**src/rtl/sas_serial_feeder.sv**
```systemverilog
// Feed stage for the ADD_SEQ shift-add sequencer: accepts a word (and optional
// coefficient), runs LOAD / SHIFT x DATA_W / DRAIN, then presents the captured result.
module sas_serial_feeder #(
  parameter int DATA_W    = 8,
  parameter bit LSB_FIRST = 1'b1
) (
  input  logic              Clock,
  input  logic              Reset,
  input  logic [DATA_W-1:0] DataIn,
  input  logic              DataValid,
  input  logic [DATA_W-1:0] CoeffIn,
  input  logic              CoeffValid,
  output logic              Ready,
  output logic              ParaLoad,
  output logic [DATA_W-1:0] CoeffData,
  output logic              SerialIn,
  output logic              EnableShiftAdd,
  input  logic [DATA_W-1:0] ResultIn,
  output logic [DATA_W-1:0] ResultOut,
  output logic              ResultValid,
  output logic              Busy
);

  localparam int CNT_W = $clog2(DATA_W) + 1;
  localparam logic [CNT_W-1:0] LAST_BIT = CNT_W'(DATA_W - 1);

  typedef enum logic [2:0] {IDLE, LOAD, SHIFT, DRAIN, DONE} state_t;

  state_t            state_reg, state_next;
  logic [CNT_W-1:0]  cnt_reg, cnt_next;
  logic [DATA_W-1:0] shift_reg, shift_next;
  logic [DATA_W-1:0] coeff_reg, coeff_next;
  logic [DATA_W-1:0] result_reg, result_next;
  logic              loaded_reg, loaded_next;
  logic              head_bit;

  always_ff @(posedge Clock) begin
    if (Reset) begin
      state_reg  <= IDLE;
      cnt_reg    <= '0;
      shift_reg  <= '0;
      coeff_reg  <= '0;
      result_reg <= '0;
      loaded_reg <= 1'b0;
    end else begin
      state_reg  <= state_next;
      cnt_reg    <= cnt_next;
      shift_reg  <= shift_next;
      coeff_reg  <= coeff_next;
      result_reg <= result_next;
      loaded_reg <= loaded_next;
    end
  end

  assign head_bit = LSB_FIRST ? shift_reg[0] : shift_reg[DATA_W-1];

  always_comb begin
    state_next     = state_reg;
    cnt_next       = cnt_reg;
    shift_next     = shift_reg;
    coeff_next     = coeff_reg;
    result_next    = result_reg;
    loaded_next    = loaded_reg;
    Ready          = 1'b0;
    ParaLoad       = 1'b0;
    SerialIn       = 1'b0;
    EnableShiftAdd = 1'b0;
    ResultValid    = 1'b0;
    Busy           = (state_reg != IDLE);
    CoeffData      = coeff_reg;
    ResultOut      = result_reg;

    case (state_reg)
      IDLE: begin
        Ready = 1'b1;
        if (DataValid) begin
          shift_next = DataIn;
          cnt_next   = '0;
          if (CoeffValid) coeff_next = CoeffIn;
          // A reset clears loaded_reg, so the first word afterwards always reloads.
          state_next = (CoeffValid || !loaded_reg) ? LOAD : SHIFT;
        end
      end
      LOAD: begin
        ParaLoad    = 1'b1;
        loaded_next = 1'b1;
        state_next  = SHIFT;
      end
      SHIFT: begin
        EnableShiftAdd = 1'b1;
        SerialIn       = head_bit;
        shift_next     = LSB_FIRST ? (shift_reg >> 1) : (shift_reg << 1);
        if (cnt_reg == LAST_BIT) begin
          cnt_next   = '0;
          state_next = DRAIN;
        end else begin
          cnt_next = cnt_reg + 1'b1;
        end
      end
      DRAIN: begin
        result_next = ResultIn;
        state_next  = DONE;
      end
      DONE: begin
        ResultValid = 1'b1;
        state_next  = IDLE;
      end
      default: state_next = IDLE;
    endcase

    // Strobes read low for the whole cycle in which Reset is held.
    if (Reset) begin
      Ready          = 1'b0;
      ParaLoad       = 1'b0;
      SerialIn       = 1'b0;
      EnableShiftAdd = 1'b0;
      ResultValid    = 1'b0;
      Busy           = 1'b0;
      CoeffData      = '0;
    end
  end

endmodule

```
**config.mk**
```make
export PLATFORM = sky130hd
export DESIGN_NAME = sas_serial_feeder
export DESIGN_NICKNAME = d
export VERILOG_FILES = /design/src/rtl/sas_serial_feeder.sv
export SDC_FILE = /design/constraint.sdc
export NUM_CORES = 1
export LEC_CHECK = 0
export BUFFER_PORTS_ARGS = -buffer_cell sky130_fd_sc_hd__buf_2
export CELL_PAD_IN_SITES_DETAIL_PLACEMENT = 2
export CELL_PAD_IN_SITES_GLOBAL_PLACEMENT = 2
export CORE_UTILIZATION = 30
export DETAILED_ROUTE_END_ITERATION = 8
export PLACE_DENSITY = 0.94
export SYNTH_ARGS = -nofsm -noshare
export SYNTH_HDL_FRONTEND = slang
export SYNTH_SLANG_ARGS = --single-unit
export TNS_END_PERCENT = 1
```
**constraint.sdc**
```tcl
create_clock -name Clock -period 2.6 [get_ports Clock]
set_input_delay 0.13 -clock Clock [delete_from_list [all_inputs] [get_ports Clock]]
set_output_delay 0.13 -clock Clock [all_outputs]
set_load 0.005 [all_outputs]
```
# ---- Yosys cells after proc, flatten, opt, wreduce, memory -nomap -nowiden
# Cells that the tools add are included.
dict set report word_totals {
  elab_cells 43
  out_inout_bits 22
  regBits 32
  inputBits 28
}
dict set report op_classes {
  eq_ne 7
  n_mux 21
  n_addsub 1
  n_reduce_logical 8
}
# op n
set op_table {}
lappend op_table {{$mux W8} 2}
lappend op_table {{$pmux W8 S2} 1}
lappend op_table {{$pmux W3 S4} 1}
lappend op_table {{$mux W1} 11}
lappend op_table {{$mux W4} 2}
lappend op_table {{$pmux W4 S2} 1}
lappend op_table {{$eq A3 B2 Y1 const B} 2}
lappend op_table {{$mux W3} 2}
lappend op_table {{$add A4 B1 Y4 const B} 1}
lappend op_table {{$eq A4 B3 Y1 const B} 1}
lappend op_table {{$ne A2 B2 Y1 const B} 2}
lappend op_table {{$reduce_and A2 Y1} 2}
lappend op_table {{$eq A3 B1 Y1 const B} 1}
lappend op_table {{$eq A3 B3 Y1 const B} 1}
lappend op_table {{$logic_not A3 Y1} 1}
lappend op_table {{$reduce_and A3 Y1} 1}
lappend op_table {{$reduce_bool A3 Y1} 1}
lappend op_table {{$mux W2} 1}
lappend op_table {{$reduce_bool A2 Y1} 1}
lappend op_table {{$logic_not A1 Y1} 1}
lappend op_table {{$logic_or A1 B1 Y1} 1}

# ---- Longest topological paths before layout
dict set report depth {
  ltp_word 5
  mapped_depth 5
  mapped_depth_nobuf 3
}

# ---- Least setup slack after synthesis
# Ideal clock, no wire load.
dict set report synth_timing {
  kind {reg-to-reg}
  from {reg state_reg[0]}
  to {reg cnt_reg[3]}
  period_less_slack_ps 1517
  arrival_time_ps 1443
  required_ps 2526
  path_stages_with_launch 5
  slack_ps 1083
  setup_ps 74
  n_path_buf 1
  cell_sequence {dfxtp_1 > buf_4 > or3b_4 > or4b_1 > a31oi_1}
}
dict set report synth_between {
  elab_chain_len 3
  word_cells_on_any_way 6
  cone_classes {eq/ne: 2; mux: 1; reduce/logical: 3}
}
# item line
set synth_lines {}
lappend synth_lines {{start: declaration} 29} ;# state_t state_reg, state_next;
lappend synth_lines {{start signal: assignment} 46} ;# state_reg <= state_next;
lappend synth_lines {{$eq A3 B2 Y1 / $logic_not A3 Y1 (equally long branches)} 73} ;# case (state_reg)
lappend synth_lines {{$reduce_bool A2 Y1 (no source line) / $ne A2 B2 Y1 (equally long branches)} --}
lappend synth_lines {{$reduce_and A2 Y1 (no source line)} --}
lappend synth_lines {{end signal: assignment} 47} ;# cnt_reg <= cnt_next;
lappend synth_lines {{end: declaration} 30} ;# logic [CNT_W-1:0] cnt_reg, cnt_next;
# Several ways; a longest one is shown, not always the timed one.
# A chain may end at the register's enable or synchronous reset.

# ---- Final worst setup path
dict set report layout_timing {
  from {reg state_reg[1]}
  to {out SerialIn}
}
dict set report layout_between {
  elab_chain_len 3
}
# item line
set layout_lines {}
lappend layout_lines {{$eq A3 B2 Y1} 73}
lappend layout_lines {{$mux W1} 73}
lappend layout_lines {{$mux W1} 112} ;# if (Reset) begin
lappend layout_lines {{end: declaration} 16} ;# output logic SerialIn,
# No other way between the ends.

==> metrics.csv <==
metric,value,unit
hold_viol,0,
cts_sinks,32,
tightest_slew,0.8202,ns
peakVddDrop,329.5,uV
place_hpwl,2893,um
grt_max_degree,46,
grt_pass1_vias,1452,
grt_pass1_wl,7341,um
grtUsageTotal,18.92,%
rsz0062_at_grt,false,
ys_seq_area_share,44.60,%
antenna_found_initial,0,
initial_core_util,32.10,%
dr.first_iter.drc_count,74,
clk-insertion-delay-late,0.29,ns
final_common_cell,buf_2,
hold_class,input pin to flop,
finClkSkew,0.007745,ns
viasPerCell,5.170,
grt.overflow.total,0,
relSlewSlack,45.32,%
syn_to_final_growth,23.17,%
violations,DRC,
drt_first_pass_iters,6,
slowest_delay,0.67,ns
antenna_cells,0,
clock_path_buffers,2,
setup_tns,0,ns
final_core_util,39.54,%
synth_cells,163,
die_h,71.20,um
cts_setup_buffers,0,
coreArea,4474,um^2
postSynthNetCount,192,
final_area,1769,um^2
yosys_warnings,0,
power_density,654.4,nW/um^2
nets,236,
cp_top_family,simple AND/OR/NAND/NOR gates,
rows,24,
layout-drive-gt1-share,28.99,%
critical_path_arrival,1.79,ns
crit_path_max_fanout,15,
slew_viol_final,0,
max_freq,0.5195,GHz
ant_nets,0,
fin_crit_sh,74.03,%
fill_cells,514,
drt-wirelength-per-cell,16.61,um
crit_chain,or3b_4 -> nor2_1 -> and2_1 -> buf_2,
setup_viol,0,
postCtsHoldBufs,0,
path_clk_slew,0.07,ns
root_buffer,clkbuf_8,
totalWireLength,4301,um
rrSetupSlack,0.73,ns
io_pins,50,
status,"complete, but fails checks",
cts_tree,yes,
cts_buffers,5,
layout_common_cells,"buf_2 (49), dfxtp_1 (32), a21oi_1 (20)",
critPathKind,flop to primary output,
port_buffers,49,
place_inst,252,
cts_resized,0,
finalPower,0.001158,W
syn_area,1436,um^2
num_vias,1339,
cts_max_level,2,
dpl_cell_area,1692,um^2
avgSynthCellArea,8.812,um^2
cp-end-kind,primary output,
die_area,5069,um^2
die_w,71.20,um
drc_errors,1,
power.leakage,0.7989,nW
min_period,1.925,ns
critPathSlowestCell,dfxtp_1,
cp-start-kind,flop,
routabilityCongestion,0.8010,
synth-seq-cells,32,
max_cap_violations,0,
required,2.47,ns
finalNonFillerCells,259,
ys_types,32,
worst-path-buf-inv,1,
## tightest hold or removal path, cell delays in order
cell and delay, ns:
buf_2 0.07, mux2i_1 0.05, nor2_1 0.07
## Yosys cell counts (all sizes together)
master / count / area, um^2
buf: 5 / 32.53
nor4: 1 / 6.260
dfxtp: 32 / 640.6
or4b: 1 / 10.01
nand2b: 1 / 6.260
a211oi: 8 / 60.06
nor3b: 3 / 22.52
nor3: 1 / 10.01
nand3b: 2 / 15.01
o21ai: 12 / 60.06
or3: 1 / 6.260
a211o: 1 / 8.760
a311oi: 1 / 8.760
nor2: 17 / 63.81
nor4b: 1 / 8.760
a2111oi: 1 / 8.760
nand2: 3 / 11.26
and2: 2 / 12.52
a31oi: 1 / 6.260
clkbuf: 8 / 30.03
nor2b: 10 / 62.56
or2: 2 / 12.51
inv: 1 / 3.750
nand3: 11 / 55.05
or3b: 1 / 11.26
a21oi: 20 / 100.1
ha: 1 / 12.51
mux2i: 15 / 150.1
## power breakdown
group | switching (W) | total, W | internal, W
clock network | 0.000182 | 0.000364 | 0.000182
logic | 0.000129 | 0.000226 | 0.0000962
registers | 0.0000378 | 0.000568 | 0.000530
## per-stage QoR
stage	hold slack [ns]	worst slack [ns]
CTS	0.08002	0.6706
detailed placement	0.3794	0.7642
floorplan	0.2739	1.083
global placement	0.3654	0.8613
finish	0.08595	0.6751
global route	0.08720	0.5678
## logic make-up after synthesis
family                     count (synthesis)  share of synthesized area (%)
and+or+nand+nor                           57                          21.86
muxes                                     15                          10.45
AOI/OAI and AO/OA                         44                          17.60
DFF                                       32                          44.60
buffers and inverters                     14                          4.616
adders and majority gates                  1                         0.8709
## final timing paths
kind,startpoint,endpoint,cells past startpoint
setup reg to reg,state_reg[1]$_SDFFE_PP0P_,cnt_reg[3]$_SDFFE_PP0P_,3
hold / removal,ResultIn[6],ResultOut[6]$_SDFFE_PP0P_,3
setup / recovery,state_reg[1]$_SDFFE_PP0P_,SerialIn,4
hold reg to reg,coeff_reg[6]$_SDFFE_PP0P_,coeff_reg[6]$_SDFFE_PP0P_,2
## per-layer routing
| layer | GRT usage (%) | wire, um | vias to the layer above |
|---|---|---|---|
| li1 | - | - | 662 |
| met1 | 24.11 | 1984 | 648 |
| met4 | 7.333 | 61 | 0 |
| met2 | 30.79 | 2136 | 23 |
| met5 | 0 | 0 | - |
| met3 | 4.701 | 120 | 6 |
## final cells by class
| cell class | instances | area, um^2 | share of cell area (%) |
|---|---|---|---|
| flip-flops and latches | 32 | 640.6 | 36.21 |
| well taps | 52 | 65.06 | 3.678 |
| repair buffers | 50 | 252.7 | 14.29 |
| clock buffers | 6 | 72.57 | 4.102 |
| inverters | 1 | 3.754 | 0.2122 |
| multi-input cells | 117 | 729.5 | 41.23 |
| clock inverters | 1 | 5.005 | 0.2829 |
No activity file was read; power rests on OpenSTA's default activity.
